`src/rtl/spi_flash_reader.sv`:
```
// SPI flash streaming reader: READ (0x03) + 24-bit address, then N bytes
// out on a valid/ready stream, MISO sample point offset for the input synchroniser.
module spi_flash_reader #(
  parameter int CLK_DIV    = 4,
  parameter int SYNC_FLOPS = 2,
  parameter int LEN_W      = 16,
  parameter int CS_HIGH    = 4
) (
  input  logic             clk,
  input  logic             reset_n,
  input  logic             start,
  input  logic [23:0]      start_addr,
  input  logic [LEN_W-1:0] length,
  output logic             busy,
  output logic             done,
  output logic             spi_cs_n,
  output logic             spi_sclk,
  output logic             spi_mosi,
  input  logic             spi_miso,
  output logic [7:0]       rd_data,
  output logic             rd_valid,
  input  logic             rd_ready
);

  localparam logic [2:0] IDLE   = 3'd0;
  localparam logic [2:0] CMD    = 3'd1;
  localparam logic [2:0] ADDR   = 3'd2;
  localparam logic [2:0] DATA   = 3'd3;
  localparam logic [2:0] STALL  = 3'd4;
  localparam logic [2:0] FINISH = 3'd5;

  localparam int PW = $clog2(2 * CLK_DIV);
  localparam int HW = $clog2(CS_HIGH + 1);
  localparam logic [PW-1:0] PH_RISE = PW'(CLK_DIV - 1);
  localparam logic [PW-1:0] PH_LAST = PW'(2 * CLK_DIV - 1);
  localparam logic [PW-1:0] PH_SAMP = PW'(CLK_DIV + SYNC_FLOPS + 1);
  localparam logic [HW-1:0] HOLD_LAST = HW'(CS_HIGH - 1);

  logic [2:0]       state;
  logic [PW-1:0]    ph;
  logic [4:0]       cnt;
  logic [31:0]      tx;
  logic [7:0]       rx;
  logic [2:0]       rbit;
  logic [LEN_W-1:0] rem;
  logic             pending;
  logic [HW-1:0]    hcnt;

  logic             free;
  logic             samp;
  logic             byte_fin;
  logic             shifting;
  logic             accept;
  logic             ld_new;
  logic             ld_old;
  logic             pend_n;
  logic [7:0]       rx_n;
  logic [2:0]       rbit_n;
  logic [LEN_W-1:0] rem_n;

  assign spi_mosi = tx[31];

  always_comb begin
    free     = !rd_valid || rd_ready;
    shifting = (state == CMD) || (state == ADDR) || (state == DATA);
    samp     = (state == DATA) && (ph == PH_SAMP);
    byte_fin = samp && (rbit == 3'd7);
    accept   = start && (state == IDLE) && !busy;
    rx_n     = {rx[6:0], spi_miso};
    rbit_n   = rbit + {2'b00, samp};
    rem_n    = rem - LEN_W'(byte_fin);
    ld_new   = byte_fin && free;
    ld_old   = pending && free;
    // a finished byte that cannot be handed off waits in rx
    pend_n   = (pending || byte_fin) && !free;
  end

  always_ff @(posedge clk or negedge reset_n) begin
    if (!reset_n) begin
      state    <= IDLE;
      ph       <= '0;
      cnt      <= '0;
      tx       <= '0;
      rx       <= '0;
      rbit     <= '0;
      rem      <= '0;
      pending  <= 1'b0;
      hcnt     <= '0;
      busy     <= 1'b0;
      done     <= 1'b0;
      spi_cs_n <= 1'b1;
      spi_sclk <= 1'b0;
      rd_data  <= '0;
      rd_valid <= 1'b0;
    end else begin
      done    <= 1'b0;
      pending <= pend_n;
      rem     <= rem_n;
      if (samp) begin
        rx   <= rx_n;
        rbit <= rbit_n;
      end
      if (ld_new) begin
        rd_data  <= rx_n;
        rd_valid <= 1'b1;
      end else if (ld_old) begin
        rd_data  <= rx;
        rd_valid <= 1'b1;
      end else if (rd_ready) begin
        rd_valid <= 1'b0;
      end
      if (shifting) begin
        if (ph == PH_LAST) begin
          ph       <= '0;
          spi_sclk <= 1'b0;
        end else begin
          ph <= ph + 1'b1;
          if (ph == PH_RISE) spi_sclk <= 1'b1;
        end
      end
      unique case (state)
        IDLE: begin
          if (accept) begin
            busy <= 1'b1;
            if (length == '0) begin
              done <= 1'b1;
            end else begin
              state    <= CMD;
              spi_cs_n <= 1'b0;
              tx       <= {8'h03, start_addr};
              rem      <= length;
              ph       <= '0;
              cnt      <= '0;
              rbit     <= '0;
            end
          end else begin
            busy <= 1'b0;
          end
        end
        CMD, ADDR: begin
          if (ph == PH_LAST) begin
            tx  <= {tx[30:0], 1'b0};
            cnt <= cnt + 5'd1;
            if (cnt == 5'd7) state <= ADDR;
            if (cnt == 5'd31) state <= DATA;
          end
        end
        DATA: begin
          if (ph == PH_LAST && rbit_n == 3'd0) begin
            if (pend_n) state <= STALL;
            else if (rem_n == '0) state <= FINISH;
          end
        end
        STALL: begin
          if (free) state <= (rem == '0) ? FINISH : DATA;
        end
        FINISH: begin
          // cs_n rises only once the last byte has left the output register
          if (!spi_cs_n) begin
            if (free) begin
              spi_cs_n <= 1'b1;
              hcnt     <= '0;
            end
          end else if (hcnt == HOLD_LAST) begin
            done  <= 1'b1;
            state <= IDLE;
          end else begin
            hcnt <= hcnt + 1'b1;
          end
        end
        default: state <= IDLE;
      endcase
    end
  end

endmodule

```
`config.mk`:
```
export PLATFORM = sky130hd
export DESIGN_NAME = spi_flash_reader
export DESIGN_NICKNAME = d
export VERILOG_FILES = /design/src/rtl/spi_flash_reader.sv
export SDC_FILE = /design/constraint.sdc
export NUM_CORES = 1
export LEC_CHECK = 0
export CAP_MARGIN = 40
export CORE_UTILIZATION = 30
export CTS_CLUSTER_DIAMETER = 80
export CTS_CLUSTER_SIZE = 25
export DETAILED_ROUTE_END_ITERATION = 6
export GPL_TIMING_DRIVEN = 1
export PLACE_DENSITY_LB_ADDON = 0.2
export SLEW_MARGIN = 20
export SYNTH_ARGS = -nofsm -noshare
export SYNTH_HDL_FRONTEND = slang
export SYNTH_SLANG_ARGS = --single-unit
```
`constraint.sdc`:
```
create_clock -name clk -period 3.47 [get_ports clk]
set_clock_uncertainty 0.05 [all_clocks]
set_input_delay 0.694 -clock clk [delete_from_list [all_inputs] [get_ports clk]]
set_output_delay 0.694 -clock clk [all_outputs]
set_load 0.02 [all_outputs]
```
# [Word level (Yosys, flattened, before mapping)]
# Index checks and enable logic that the tools add are counted.
[classes] reduce_logical=32 mux=54 add_sub_neg=5 eq_ne=21
[ops] op="$mux W32" count=3
[ops] op="$mux W3" count=24
[ops] op="$pmux W32 S2" count=1
[ops] op="$logic_not A16 Y1" count=3
[ops] op="$mux W16" count=3
[ops] op="$mux W8" count=2
[ops] op="$sub A16 B1 Y16" count=1
[ops] op="$mux W5" count=3
[ops] op="$pmux W3 S5" count=1
[ops] op="$mux W1" count=14
[ops] op="$ne A2 B2 Y1 const B" count=7
[ops] op="$eq A3 B2 Y1 const B" count=4
[ops] op="$eq A3 B3 Y1 const B" count=4
[ops] op="$pmux W5 S2" count=1
[ops] op="$reduce_bool A2 Y1" count=5
[ops] op="$reduce_and A9 Y1" count=1
[ops] op="$logic_and A1 B1 Y1" count=8
[ops] op="$add A3 B1 Y3 const B" count=2
[ops] op="$logic_not A3 Y1" count=2
[ops] op="$reduce_and A3 Y1" count=2
[ops] op="$add A5 B1 Y5 const B" count=1
[ops] op="$eq A5 B3 Y1 const B" count=1
[ops] op="$eq A5 B5 Y1 const B" count=1
[ops] op="$logic_or A1 B1 Y1" count=4
[ops] op="11 further kinds" count=14
[totals] wordCells=127 out_inout_bits=14 inputBits=45 regBits=87

# [Logic depth before layout (Yosys ltp)]
# Gate-level depths: netlist of the first run.
[logic_depth] ltp_word=9 ltp_mapped=15 depth_no_buf=14

# [Worst setup path after synthesis of the first run]
# No wires, ideal clock.
[synth_path] kind="register to register" from="reg ph[0]" to="reg state[2]" arrival_time_ps=3174 path_buffers=2 setup_slack_ps=168 stages_incl_launch_ff=16 synth_period_minus_slack_ps=3302 required_ps=3343 cell_sequence="dfrtp_1 > ha_1 > ha_1 > buf_2 > nand4b_1 > inv_1 > nand2_1 > inv_1 > ha_1 > or3b_2 > clkbuf_1 > o31a_1 > nor3_1 > o2111ai_1 > o21a_1 > a21oi_1"
[synth_via] elab_chain_cells=8 word_cells_on_any_way=17 classes_between="2 x add/sub; 4 x eq/ne; 3 x mux; 8 x reduce/logical"
[synth_rtl] item="from (decl)" line="40" rtl="logic [PW-1:0] ph;"
[synth_rtl] item="from (signal assigned)" line="117" rtl="ph <= ph + 1'b1;"
[synth_rtl] item="$eq A3 B3 Y1 (*)" line="66, 141, 149"
[synth_rtl] item="parallel branches: the longest is 7 deep, another holds $sub A16 B1 Y16"
[synth_rtl] item="to (signal assigned)" line="155" rtl="if (free) state <= (rem == '0) ? FINISH : DATA;"
[synth_rtl] item="to (decl)" line="39" rtl="logic [2:0] state;"
# Every way passes the cells marked *. The select of a mux whose other input is x is not followed.
# A chain may end at the register's enable or synchronous reset.

# [Final worst setup path of the first run]
[layout_path] from="reg ph[0]" to="reg state[1]"
# Same word-level chain as after synthesis.

==> metrics.csv, run 1 <==
stage,metric,value,unit
clock_network,clk_latency,0.35,ns
timing,period_needed,3.137,ns
timing,slew_viol_final,0,
routing,wire_per_inst,14.29,um
critical_path,crit_fanout,7,
synth,yosysMostFrequentCell,dfrtp_1,
synth,netlist-cell-type-count,52,
power_and_ir_drop,total_power,4.341,mW
critical_path,slowest_stage,a2111oi_0,
die,initial_utilization,31.12,%
run,maxCapViolCount,0,
final_layout,area_delta_synth_final,25.45,%
timing,rsz0062_at_grt,no,
synth,syn-num-nets,543,
synth,syn_area,4370,um^2
clock_network,cts_tree,done,
die,fp.dieH,122.7,um
critical_path,critPathArrivalTime,3.34,ns
timing,fin_crit_sh,90.40,%
power_and_ir_drop,p_leak,2.327,nW
synth,synth-async-reset-ratio,100.0,%
hold_path,min_path_type,in2async,
synth,ys.flop_type,dfrtp_1,
place,gp_congestion,0.8226,
clock_network,clk_pin_slew_worst_paths,0.06,ns
die,rows,43,
critical_path,required,3.67,ns
grt,grt_max_degree,61,
critical_path,start_kind,flip-flop,
place,placed_area,5144,um^2
synth,synth_top_cells_by_count,"dfrtp_1 (86), nor2_1 (84), nand2_1 (76)",
clock_network,clk_path_buf_depth,2,
die,core,14040,um^2
die,die_w,122.7,um
routing,wl_met3,373,um
grt,grt_pass1_wl,17540,um
timing,finalSetupViolations,0,
power_and_ir_drop,peakVddDrop,0.2488,mV
place,io_buffers,58,
synth,syn_area_per_cell,8.974,um^2
place,hpwl,7396,um
critical_path,cp-end-kind,flip-flop,
synth,yosys_warnings,0,
synth,synth_edf_count,0,
clock_network,clock_sinks,87,
grt,antenna_found_initial,0,
routing,top_layer,met4,
routing,first_pass_iters,5,
clock_network,cts_root_buf,clkbuf_16,
synth,synth_seq_area_share,49.84,%
synth,syn_inst,487,
clock_network,cts_buffers,9,
die,die-area,15060,um^2
clock_network,htree_levels,3,
critical_path,slowest_delay,0.43,ns
routing,wl_met2,4746,um
critical_path,crit_path_frequent_cell,ha_1,
final_layout,final_area,5483,um^2
synth,synth_seq_cells,87,
routing,wirelength,10390,um
routing,drt_first_iter_violations,192,
final_layout,n_antenna_cell,0,
timing,maxSlewHeadroom,48.07,%
clock_network,cts_hold_buffers,0,
die,io_pins,59,
power_and_ir_drop,powerDensity,791.8,nW/um^2
routing,viasPerCell,4.948,
critical_path,cp_cell_sequence,ha_1 -> ha_1 -> nand4b_1 -> inv_1 -> nand2_1 -> inv_1 -> ha_1 -> ha_1 -> nand2b_1 -> a2111oi_0 -> o32ai_1 -> o21ai_0 -> o21ai_0 -> o211ai_1,
routing,vias,3597,
synth,synth.area.top_cells,"dfrtp_1 (49%), nor2_1 (7.2%), nand2_1 (6.5%)",
timing,tightest_slew,0.7718,ns
final_layout,fillers,1411,
final_layout,drive_gt1_share,7.313,%
critical_path,critPathKind,reg2reg,
final_layout,num-nets-final,598,
routing,drc,0,
routing,drt-met1-wl,5065,um
final_layout,fin_util,39.04,%
routing,drtAntennaViolNets,0,
grt,grt_overflow_total,0,
synth,yosys.area.top_type_share,49.24,%
grt,grt_pass1_vias,3547,
timing,final_hold_viol_count,0,
timing,finalSetupTns,0,ns
synth,yosysTopAreaCell,dfrtp_1,
grt,grt_usage,15.07,%
timing,max_freq,318.8,MHz
outcome,status,"complete, no violations",
-- registers in the layout (all words and copies together), names as in the netlist, 3 cells and up --
register  flops
cnt           5
hcnt          3
ph            3
rbit          3
rd_data       8
rem          16
rx            8
state         3
tx           32
-- stage by stage --
step	cells	worst slack (ns)	hold slack, ns
after floorplan	487	0.1682	0.3484
after global placement	710	0.2761	0.3892
after detailed placement	710	0.2405	0.4055
after global routing	727	0.03906	0.09268
after CTS	726	0.2181	0.4142
final	727	0.3333	0.09927
-- critical path: cells and delay by family (launching register included) --
kind	cells	cell delay (ns)
and+or+nand+nor	3	0.43
AOI/OAI and AO/OA	5	1.02
adders and majority gates	4	0.95
buffers and inverters	2	0.22
DFF	1	0.37
-- final cells by class --
cell class / count / area [um^2] / share of cell area [%]
sequential: 87 / 2178 / 39.73
multi-input combinational: 363 / 2036 / 37.13
timing repair buffer: 72 / 703.2 / 12.83
clock buffer: 10 / 239.0 / 4.359
tap: 180 / 225.2 / 4.108
clock inverter: 6 / 67.56 / 1.232
inverter: 9 / 33.78 / 0.6162
-- kinds of logic after synthesis --
| family | share of synthesized area [%] |
|---|---|
| simple gates | 24.31 |
| fa+ha+maj | 3.149 |
| xor+xnor | 3.607 |
| mux | 1.603 |
| flops | 49.84 |
| compound gates | 13.80 |
| buf+inv | 3.693 |
-- layout by cell type, fill, tap and decap left out, types with 4 or more instances in the layout --
cell | Yosys | routed
nor3_1 | 6 | 5
inv_1 | 9 | 9
nand3_1 | 16 | 16
clkbuf_16 | 0 | 9
o22ai_1 | 28 | 28
a21oi_1 | 23 | 23
o21ai_0 | 19 | 19
xor2_1 | 8 | 8
xnor2_1 | 10 | 10
clkdlybuf4s50_1 | 0 | 57
nand2b_1 | 5 | 5
dfrtp_1 | 86 | 86
mux2i_1 | 7 | 7
ha_1 | 11 | 11
nor2_1 | 84 | 84
nand2_1 | 76 | 76
nor4_1 | 11 | 11
and3_1 | 4 | 4
nand4_1 | 6 | 6
nor2b_1 | 5 | 5
buf_4 | 2 | 14
-- power by group --
group / switching [mW] / total (mW) / leakage [nW] / internal [mW]
combinational: 0.797 / 1.49 / 1.16 / 0.690
sequential: 0.396 / 1.86 / 1.02 / 1.46
clock: 0.414 / 0.994 / 0.145 / 0.580
-- routing by layer --
layer	vias up	track usage, %
met3	15	2.928
met1	1726	19.87
li1	1807	-
met4	0	7.088
met5	-	0
met2	49	23.74
-- what timing repair did --
action / in CTS / in global routing
setup endpoints to repair: 0 / 2
buffers inserted: 0 / 0
gates resized for setup: 0 / 1
-- path summary, 6_finish.rpt --
path / from / end / slack [ns] / cells after the start
worst max register to register: ph[0]$_DFF_PN0_ / state[1]$_DFFE_PN0P_ / 0.33 / 14
worst min register to register: tx[23]$_DFFE_PN0P_ / tx[24]$_DFFE_PN0P_ / 0.42 / 2
worst max-delay path: ph[0]$_DFF_PN0_ / state[1]$_DFFE_PN0P_ / 0.33 / 14
max in group asynchronous: reset_n / spi_cs_n$_DFFE_PN1P_ / 2.46 / 3
min in group clk: tx[23]$_DFFE_PN0P_ / tx[24]$_DFFE_PN0P_ / 0.42 / 2
worst min-delay path: reset_n / tx[2]$_DFFE_PN0P_ / 0.1 / 1
No activity file was read; power rests on OpenSTA's default activity.
==> run 2, diff against run 1 <==
CORE_ASPECT_RATIO = 1.75   (was not set)
SETUP_SLACK_MARGIN = 0.02   (was not set)
==> run 2 against run 1 <==
Net effect: cell area down 0.48%; critical path depth down 1; global-route usage down 0.072 points; utilization decreased by 0.88 points; count of clock-buffer cells in the layout decreased by 1; via count fell by 0.25%; clock power fell by 4.9%; routed wire length up 0.24%; sequential cell count unchanged; largest power group unchanged; highest routed layer unchanged.
==> metrics.csv, run 2 (same netlist as run 1, synthesis figures left out) <==
stage,metric,value,unit,change
place,pre_cts_slack,0.2907,ns,+0.05012 ns
grt,grt_pass1_wl,17800,um,+1.5%
routing,drc,0,,unchanged
timing,period_needed,3.127,ns,-0.009635 ns
power_and_ir_drop,intPower,2.662,mW,-2.6%
final_layout,largest_register,tx,,
final_layout,drive_gt1_share,7.664,%,+0.35 points
final_layout,final_cell_mix,"dfrtp_1 (86), nor2_1 (84), nand2_1 (76), clkdlybuf4s50_1 (57), o22ai_1 (28)",,
routing,viasPerCell,4.929,,-0.39%
final_layout,num-nets-final,599,,+0.17%
final_layout,fillers,1472,,+4.3%
timing,maxSlewHeadroom,50.10,%,+2.0 points
power_and_ir_drop,p_seq_share,43.1,%,+0.3 points
power_and_ir_drop,powerDensity,786.4,nW/um^2,-0.68%
timing,tightest_slew,0.7417,ns,-0.03005 ns
place,hpwl,7665,um,+3.6%
power_and_ir_drop,peakVddDrop,0.2917,mV,+17%
routing,first_pass_iters,4,,-1
power_and_ir_drop,p_leak,2.312,nW,-0.64%
die,io_pins,59,,unchanged
clock_network,cts_setup_buffers,0,,unchanged
clock_network,clk_pin_slew_worst_paths,0.07,ns,about the same
timing,rsz0062_at_grt,yes,,
final_layout,layout.cells.non_filler,728,,+0.14%
timing,max_freq,319.8,MHz,+0.31%
power_and_ir_drop,p_sw_share,37.97,%,+0.94 points
place,placed_cells,712,,+0.28%
clock_network,clk_path_buf_depth,2,,unchanged
clock_network,cts_buffers,9,,unchanged
clock_network,clock_sinks,87,,unchanged
critical_path,critPathKind,reg2reg,,
grt,grt_usage,15.00,%,-0.072 points
place,gp_congestion,0.8678,,+5.5%
power_and_ir_drop,switchingPower,1.629,mW,+1.4%
routing,drt_first_iter_violations,173,,-9.9%
die,initial_utilization,30.57,%,-0.55 points
die,fp.dieH,161.7,um,+32%
routing,drtAntennaViolNets,0,,unchanged
power_and_ir_drop,clkPwrFrac,22.0,%,-0.9 points
routing,vias,3588,,-0.25%
clock_network,htree_levels,3,,unchanged
critical_path,required,3.68,ns,about the same
grt,met3_usage,2.762,%,-0.17 points
hold_path,min_path_type,in2async,,
grt,antenna_found_initial,0,,unchanged
routing,wire_per_inst,14.31,um,+0.10%
critical_path,cp-end-kind,flip-flop,,
critical_path,crit_fanout,6,,-1
grt,grt_pass1_vias,3677,,+3.7%
critical_path,critPathArrivalTime,3.33,ns,about the same
final_layout,largest_reg_flops,32,,unchanged
timing,setup_slack,0.3429,ns,+0.009635 ns
die,core,14300,um^2,+1.8%
clock_network,cts_tree,done,,
final_layout,layout_commonest_cell,dfrtp_1,,
grt,grtUsageMet2,26.74,%,+3.0 points
place,io_buffers,58,,unchanged
timing,slew_viol_final,0,,unchanged
final_layout,n_antenna_cell,0,,unchanged
routing,wirelength,10420,um,+0.24%
clock_network,cts_root_buf,clkbuf_16,,
timing,fin_crit_sh,90.12,%,-0.28 points
critical_path,start_kind,flip-flop,,
die,rows,58,,+35%
final_layout,fin_util,38.17,%,-0.88 points
grt,grt_max_degree,56,,-8.2%
grt,grt_overflow_total,0,,unchanged
outcome,status,"complete, no violations",,
timing,final_hold_viol_count,0,,unchanged
grt,grt.busiest_layer,met2,,
power_and_ir_drop,p_comb_share,34.9,%,+0.6 points
clock_network,cts_hold_buffers,0,,unchanged
run,maxCapViolCount,0,,unchanged
die,die_w,93.24,um,-24%
grt,use_met1,17.29,%,-2.6 points
timing,finalSetupViolations,0,,unchanged
final_layout,final_area,5456,um^2,-0.48%
clock_network,cts_resized,0,,unchanged
die,die-area,15070,um^2,+0.12%
final_layout,reg_top3,"tx: 32 flops, rem: 16 flops",,
clock_network,clk_latency,0.34,ns,about the same
place,placed_area,5159,um^2,+0.29%
final_layout,area_delta_synth_final,24.85,%,
==> run 2: final cells by class <==
class                           instances  area (um^2)  share of cell area, %
Clock buffer                            9        225.2                  4.127
Clock inverter                          7        63.81                  1.169
Inverter                                9        33.78                 0.6191
Multi-Input combinational cell        363         2039                  37.38
Sequential cell                        87         2178                  39.92
Tap cell                              180        225.2                  4.127
Timing Repair Buffer                   73        690.7                  12.66
==> run 2: layer usage <==
layer / up-vias / share of wire (%)
met3: 17 / 3.0
met1: 1692 / 41
met2: 67 / 53
met4: 0 / 2.5
li1: 1812 / -
met5: - / 0
==> run 2: path summary, 6_finish.rpt <==
check,startpoint,to,slack (ns),cells after the start
max,ph[0]$_DFF_PN0_,state[1]$_DFFE_PN0P_,0.34,13
min reg2reg,tx[23]$_DFFE_PN0P_,tx[24]$_DFFE_PN0P_,0.41,2
min,reset_n,pending$_DFF_PN0_,0.36,1
max reg2reg,ph[0]$_DFF_PN0_,state[1]$_DFFE_PN0P_,0.34,13
max in group asynchronous,reset_n,spi_cs_n$_DFFE_PN1P_,2.25,2
min in group clk,tx[23]$_DFFE_PN0P_,tx[24]$_DFFE_PN0P_,0.41,2
==> run 2: power by group through the flow <==
stage          Clock [mW]  Combinational [mW]  Sequential [mW]
2_1_floorplan           0                1.08             1.80
3_3_place_gp            0                1.47             1.85
3_5_place_dp            0                1.52             1.86
4_1_cts             0.975                1.52             1.85
5_1_grt              1.01                1.71             1.92
6_report            0.945                1.50             1.85
==> run 2: per-stage QoR <==
stage / power (mW) / hold slack (ns) / setup TNS (ns)
global placement: 3.321 / 0.4016 / 0
global route: 4.646 / 0.4203 / -0.04970
CTS: 4.343 / 0.3897 / 0
finish: 4.291 / 0.3584 / 0
detailed placement: 3.379 / 0.4043 / 0
floorplan: 2.873 / 0.3484 / 0
==> run 2: worst max-delay path, cell delays in order (launching register included) <==
cell	delay (ns)
dfrtp_1	0.38
ha_1	0.19
ha_1	0.20
nand4b_1	0.12
inv_1	0.09
nand2_1	0.06
inv_1	0.10
ha_1	0.27
or3b_2	0.55
a2111oi_1	0.45
o32ai_1	0.19
o21ai_0	0.10
o21ai_0	0.10
o211ai_1	0.18
==> run 3, diff against run 2 <==
clock period = 3.88 ns   (was 3.47 ns; I/O delays follow)
==> run 3 against run 2 <==
Net effect: largest cell class unchanged; register-to-register slack improved by 0.21 ns; non-clock buffer count fell by 4; power fell by 9.7%; largest power group unchanged.
==> metrics.csv, run 3 (same netlist as run 1, synthesis figures left out) <==
stage,metric,value,unit,change
outcome,status,"complete, no violations",,
power_and_ir_drop,powerDensity,712.5,nW/um^2,-9.4%
power_and_ir_drop,p_seq_share,43.0,%,about the same
power_and_ir_drop,p_sw_share,37.26,%,-0.71 points
place,placed_cells,708,,-0.56%
routing,drtAntennaViolNets,0,,unchanged
grt,grt_pass1_wl,17520,um,-1.6%
place,io_buffers,58,,unchanged
critical_path,critPathKind,reg2reg,,
power_and_ir_drop,intPower,2.432,mW,-8.6%
routing,first_pass_iters,5,,+1
die,die-area,15070,um^2,unchanged
routing,wire_per_inst,14.16,um,-1.0%
clock_network,clock_sinks,87,,unchanged
final_layout,n_antenna_cell,0,,unchanged
timing,finalSetupTns,0,ns,unchanged
critical_path,start_kind,flip-flop,,
clock_network,clk_path_buf_depth,2,,unchanged
critical_path,cp-end-kind,flip-flop,,
final_layout,layout.cells.non_filler,724,,-0.55%
place,gp_congestion,0.8240,,-5.0%
clock_network,clk_latency,0.34,ns,about the same
clock_network,cts_tree,done,,
final_layout,fillers,1465,,-0.48%
timing,tightest_slew,0.8135,ns,+0.07182 ns
timing,max_freq,300.1,MHz,-6.1%
die,rows,58,,unchanged
critical_path,required,4.04,ns,+0.36 ns
final_layout,final_cell_mix,"dfrtp_1 (86), nor2_1 (84), nand2_1 (76), clkdlybuf4s50_1 (57), o22ai_1 (28)",,
final_layout,drive_gt1_share,6.618,%,-1.0 points
critical_path,crit_fanout,10,,+4
routing,wirelength,10260,um,-1.6%
die,fp.dieH,161.7,um,unchanged
die,io_pins,59,,unchanged
power_and_ir_drop,switchingPower,1.444,mW,-11%
die,core,14300,um^2,unchanged
grt,grt_pass1_vias,3642,,-0.95%
final_layout,fin_util,38.05,%,-0.11 points
timing,slew_viol_final,0,,unchanged
final_layout,reg_top3,"tx: 32 flops, rem: 16 flops",,
timing,final_hold_viol_count,0,,unchanged
clock_network,clk_pin_slew_worst_paths,0.07,ns,about the same
power_and_ir_drop,clkPwrFrac,23.4,%,+1.4 points
timing,maxSlewHeadroom,45.26,%,-4.8 points
grt,antenna_found_initial,0,,unchanged
clock_network,cts_resized,0,,unchanged
clock_network,cts_setup_buffers,0,,unchanged
clock_network,cts_root_buf,clkbuf_16,,
timing,period_needed,3.332,ns,+0.2046 ns
critical_path,critPathArrivalTime,3.49,ns,+0.16 ns
place,hpwl,7545,um,-1.6%
die,die_w,93.24,um,unchanged
power_and_ir_drop,p_leak,2.308,nW,-0.19%
routing,viasPerCell,4.985,,+1.1%
clock_network,cts_buffers,9,,unchanged
power_and_ir_drop,peakVddDrop,0.2809,mV,-3.7%
clock_network,cts_hold_buffers,0,,unchanged
final_layout,final_area,5440,um^2,-0.30%
final_layout,area_delta_synth_final,24.48,%,
power_and_ir_drop,p_comb_share,33.6,%,-1.3 points
clock_network,htree_levels,3,,unchanged
run,maxCapViolCount,0,,unchanged
final_layout,num-nets-final,595,,-0.67%
routing,drc,0,,unchanged
grt,grt_usage,14.69,%,-0.31 points
grt,grt_overflow_total,0,,unchanged
timing,timing.hold.ws,0.4207,ns,+0.06235 ns
routing,vias,3609,,+0.59%
timing,finalSetupViolations,0,,unchanged
final_layout,largest_register,tx,,
routing,drt_first_iter_violations,149,,-14%
grt,grt_max_degree,53,,-5.4%
die,initial_utilization,30.57,%,unchanged
final_layout,largest_reg_flops,32,,unchanged
final_layout,layout_commonest_cell,dfrtp_1,,
timing,fin_crit_sh,85.87,%,-4.2 points
hold_path,min_path_type,in2async,,
timing,rsz0062_at_grt,no,,
place,placed_area,5129,um^2,-0.58%
run 3: per-layer routing:
layer  global-route usage [%]  wire, um  vias up
li1                         -         -     1802
met5                        0         0        -
met2                    27.21      5638       62
met3                    2.903       278        5
met4                    4.406        89        0
met1                    16.67      4248     1740
run 3: layout make-up:
| cell class | instances | area (um^2) | share of cell area [%] |
|---|---|---|---|
| Clock inverter | 7 | 86.33 | 1.587 |
| Clock buffer | 9 | 225.2 | 4.140 |
| Inverter | 9 | 33.78 | 0.6210 |
| Multi-Input combinational cell | 363 | 2031 | 37.33 |
| Timing Repair Buffer | 69 | 660.6 | 12.14 |
| Sequential cell | 87 | 2178 | 40.04 |
| Tap cell | 180 | 225.2 | 4.140 |
run 3: worst paths after layout:
kind                       depth (start not counted)              endpoint  slack, ns                from
max                                               13  state[1]$_DFFE_PN0P_       0.55     ph[0]$_DFF_PN0_
min                                                1   hcnt[0]$_DFFE_PN0P_       0.42             reset_n
max reg2reg                                       13  state[1]$_DFFE_PN0P_       0.55     ph[0]$_DFF_PN0_
min reg2reg                                        2    tx[27]$_DFFE_PN0P_       0.43  tx[26]$_DFFE_PN0P_
max in group asynchronous                          2     tx[5]$_DFFE_PN0P_       2.63             reset_n
min in group clk                                   2    tx[27]$_DFFE_PN0P_       0.43  tx[26]$_DFFE_PN0P_
run 3: power groups by stage:
stage                     clock network, mW  registers, mW  logic [mW]
after floorplan                           0           1.61       0.964
after global placement                    0           1.67        1.29
after detailed placement                  0           1.68        1.32
after CTS                             0.945           1.67        1.33
after global routing                  0.978           1.73        1.49
final                                 0.908           1.67        1.30
run 3: per-stage QoR:
stage / setup slack [ns] / total power, mW
after global placement: 0.7326 / 2.958
final: 0.5483 / 3.876
after detailed placement: 0.5648 / 3.001
after CTS: 0.5151 / 3.938
after floorplan: 0.5782 / 2.570
after global routing: 0.1926 / 4.197
run 3: critical path, stage by stage (launching register included):
cell and delay, ns:
dfrtp_1 0.37, ha_1 0.18, ha_1 0.17, nand4b_1 0.11, inv_1 0.10, nand2_1 0.21
inv_1 0.17, ha_1 0.25, nor3b_1 0.67, mux2i_1 0.17, o32ai_1 0.32, o21ai_0 0.15
o21ai_0 0.18, o211ai_1 0.10
==> RTL edit, RTL diff (settings of run 3) <==
One comparison of `cnt` changes from == to >=.
--- a/src/rtl/spi_flash_reader.sv
+++ b/src/rtl/spi_flash_reader.sv
@@ -141,7 +141,7 @@
           if (ph == PH_LAST) begin
             tx  <= {tx[30:0], 1'b0};
             cnt <= cnt + 5'd1;
-            if (cnt == 5'd7) state <= ADDR;
+            if (cnt >= 5'd7) state <= ADDR;
             if (cnt == 5'd31) state <= DATA;
           end
         end
Check against the original RTL: same outputs for any inputs over 10 cycles, from zero or initial values and one cycle with reset_n low; that may be too few to reach the edited logic, so the function may still have changed.
==> RTL edit against run 3 <==
Synthesized area is 0.57% higher. Final area up 1.3%. Fmax is 5.5% lower. Final cell count is 1.9% higher. Sequential cell count stayed put. Utilization increased by 0.30 points. Setup slack worse by 0.19 ns. Clock power grew 3.6%. Wire length grew 7.4%. Count of clock-buffer cells in the layout is the same. First-iteration DRC count up 30%. Power decreased by 15%. Largest power group unchanged.
==> RTL edit: results (changes against run 3) <==
The run finished with clean final reports. The tightest min-delay check is of the in2async type. The worst reg2reg path depth came out at 12 (-1).

Among all stages on the critical path, the largest delay is contributed by or4b_1. Largest driver fanout on the critical path: 10 (unchanged). The tools report the global-route wire length before repair as 19.07 mm (+8.9%). The global-route track usage on met1 is 17.95% (+1.3 points), and the biggest cell delay along the critical path is 0.49 ns (-0.18 ns).

The overall global routing resource usage came out at 15.96% (+1.3 points). The half-perimeter wire length after detailed placement is 8.033 mm (+6.5%), and the final-layout worst hold slack is 0.2812 ns (-0.1396 ns). The share of cells above drive strength 1 is 7.706% (+1.1 points). For the worst path arrival time, the log shows 3.71 ns (+0.22 ns). The final design instance area without fill was 5512 sq um (+1.3%).

The logs give 0.0002967 V (+5.7%) for the maximum vdd drop and 738 (+1.9%) for the number of non-filler instances in the completed layout. The register area share after synthesis is 49.56% (-0.28 points), and the number of unique standard cell types used by synthesis is 54 (+3.8%). The number of global-route vias before repair is 3975 (+9.1%), and the final-stage net count is 609 (+2.4%). The mean instance size in the synthesized netlist was 8.773 sq um (-2.2%). The met2 track utilization from global routing was 28.01% (+0.80 points); the final weighted congestion of routability-driven global placement was 0.8538 (+3.6%). The routed wire length is 11.01 mm (+7.4%), and the final clock period utilization by the worst path is 90.88% (+5.0 points). For the number of iterations in the first detailed-routing pass, the log shows 4 (-1). The initial DRC count is 193 (+30%). Ranked by total cell area, the synthesized netlist is headed by dfrtp_1 (49%), nand2_1 (7.1%), nor2_1 (7.1%), o22ai_1 (4.4%), ha_1 (3.1%). The tools report the relative max-transition margin as 49.74% (+4.5 points). The area of placed instances is 5181 sq um (+1.0%), and the pin count of the biggest net entering global routing is 37 (-30%).

Global routing met3 resource utilization: 3.886% (+0.98 points). The commonest cells after synthesis are dfrtp_1 (86), nand2_1 (83), nor2_1 (83), o22ai_1 (31), clkbuf_1 (24).
## RTL edit: cell count changes after synthesis, sizes merged, moves of 3 or more
cell / run 3 / this run
o21ai: 19 / 23
nand2: 77 / 83
nand3b: 0 / 4
clkbuf: 19 / 25
mux2i: 7 / 0
nor3: 6 / 9
nor4bb: 3 / 0
o22ai: 28 / 31
buf: 9 / 6
## RTL edit: timing repair
action / in CTS / in global routing
hold endpoints to repair: 0 / 0
resized for setup: 0 / 2
endpoints found under the setup margin: 0 / 1
## RTL edit: area by class of cell
cell class	count	area share, %
Clock buffer	9	4.086
Clock inverter	7	1.725
Inverter	7	0.4767
Multi-Input combinational cell	376	37.71
Sequential cell	87	39.52
Tap cell	180	4.086
Timing Repair Buffer	72	12.39
## RTL edit: per-layer routing
metal	part of all wire, %	vias up
li1	-	1852
met1	40	1812
met2	53	90
met3	4.2	19
met4	2.7	0
met5	0	-
## RTL edit: power by group
| group | internal (mW) | switching [mW] | total, mW | leakage, nW |
|---|---|---|---|---|
| Clock | 0.567 | 0.374 | 0.941 | 0.156 |
| Sequential | 1.17 | 0.269 | 1.44 | 1.04 |
| Combinational | 0.406 | 0.517 | 0.923 | 1.18 |
## RTL edit: logic make-up after synthesis
group | share of synthesized area, %
adder cells (fa/ha/maj) | 3.131
AO/OA/AOI/OAI | 14.52
AND/OR/NAND/NOR | 26.10
flip-flops | 49.56
buffers and inverters | 3.501
XOR/XNOR | 3.188
## RTL edit: worst register-to-register path: cells and delay by family, from the launching register on
family | cells | cell delay [ns]
adder cells (fa/ha/maj) | 3 | 0.71
AND/OR/NAND/NOR | 5 | 1.36
flip-flops | 1 | 0.38
AO/OA/AOI/OAI | 3 | 0.77
buffers and inverters | 1 | 0.13
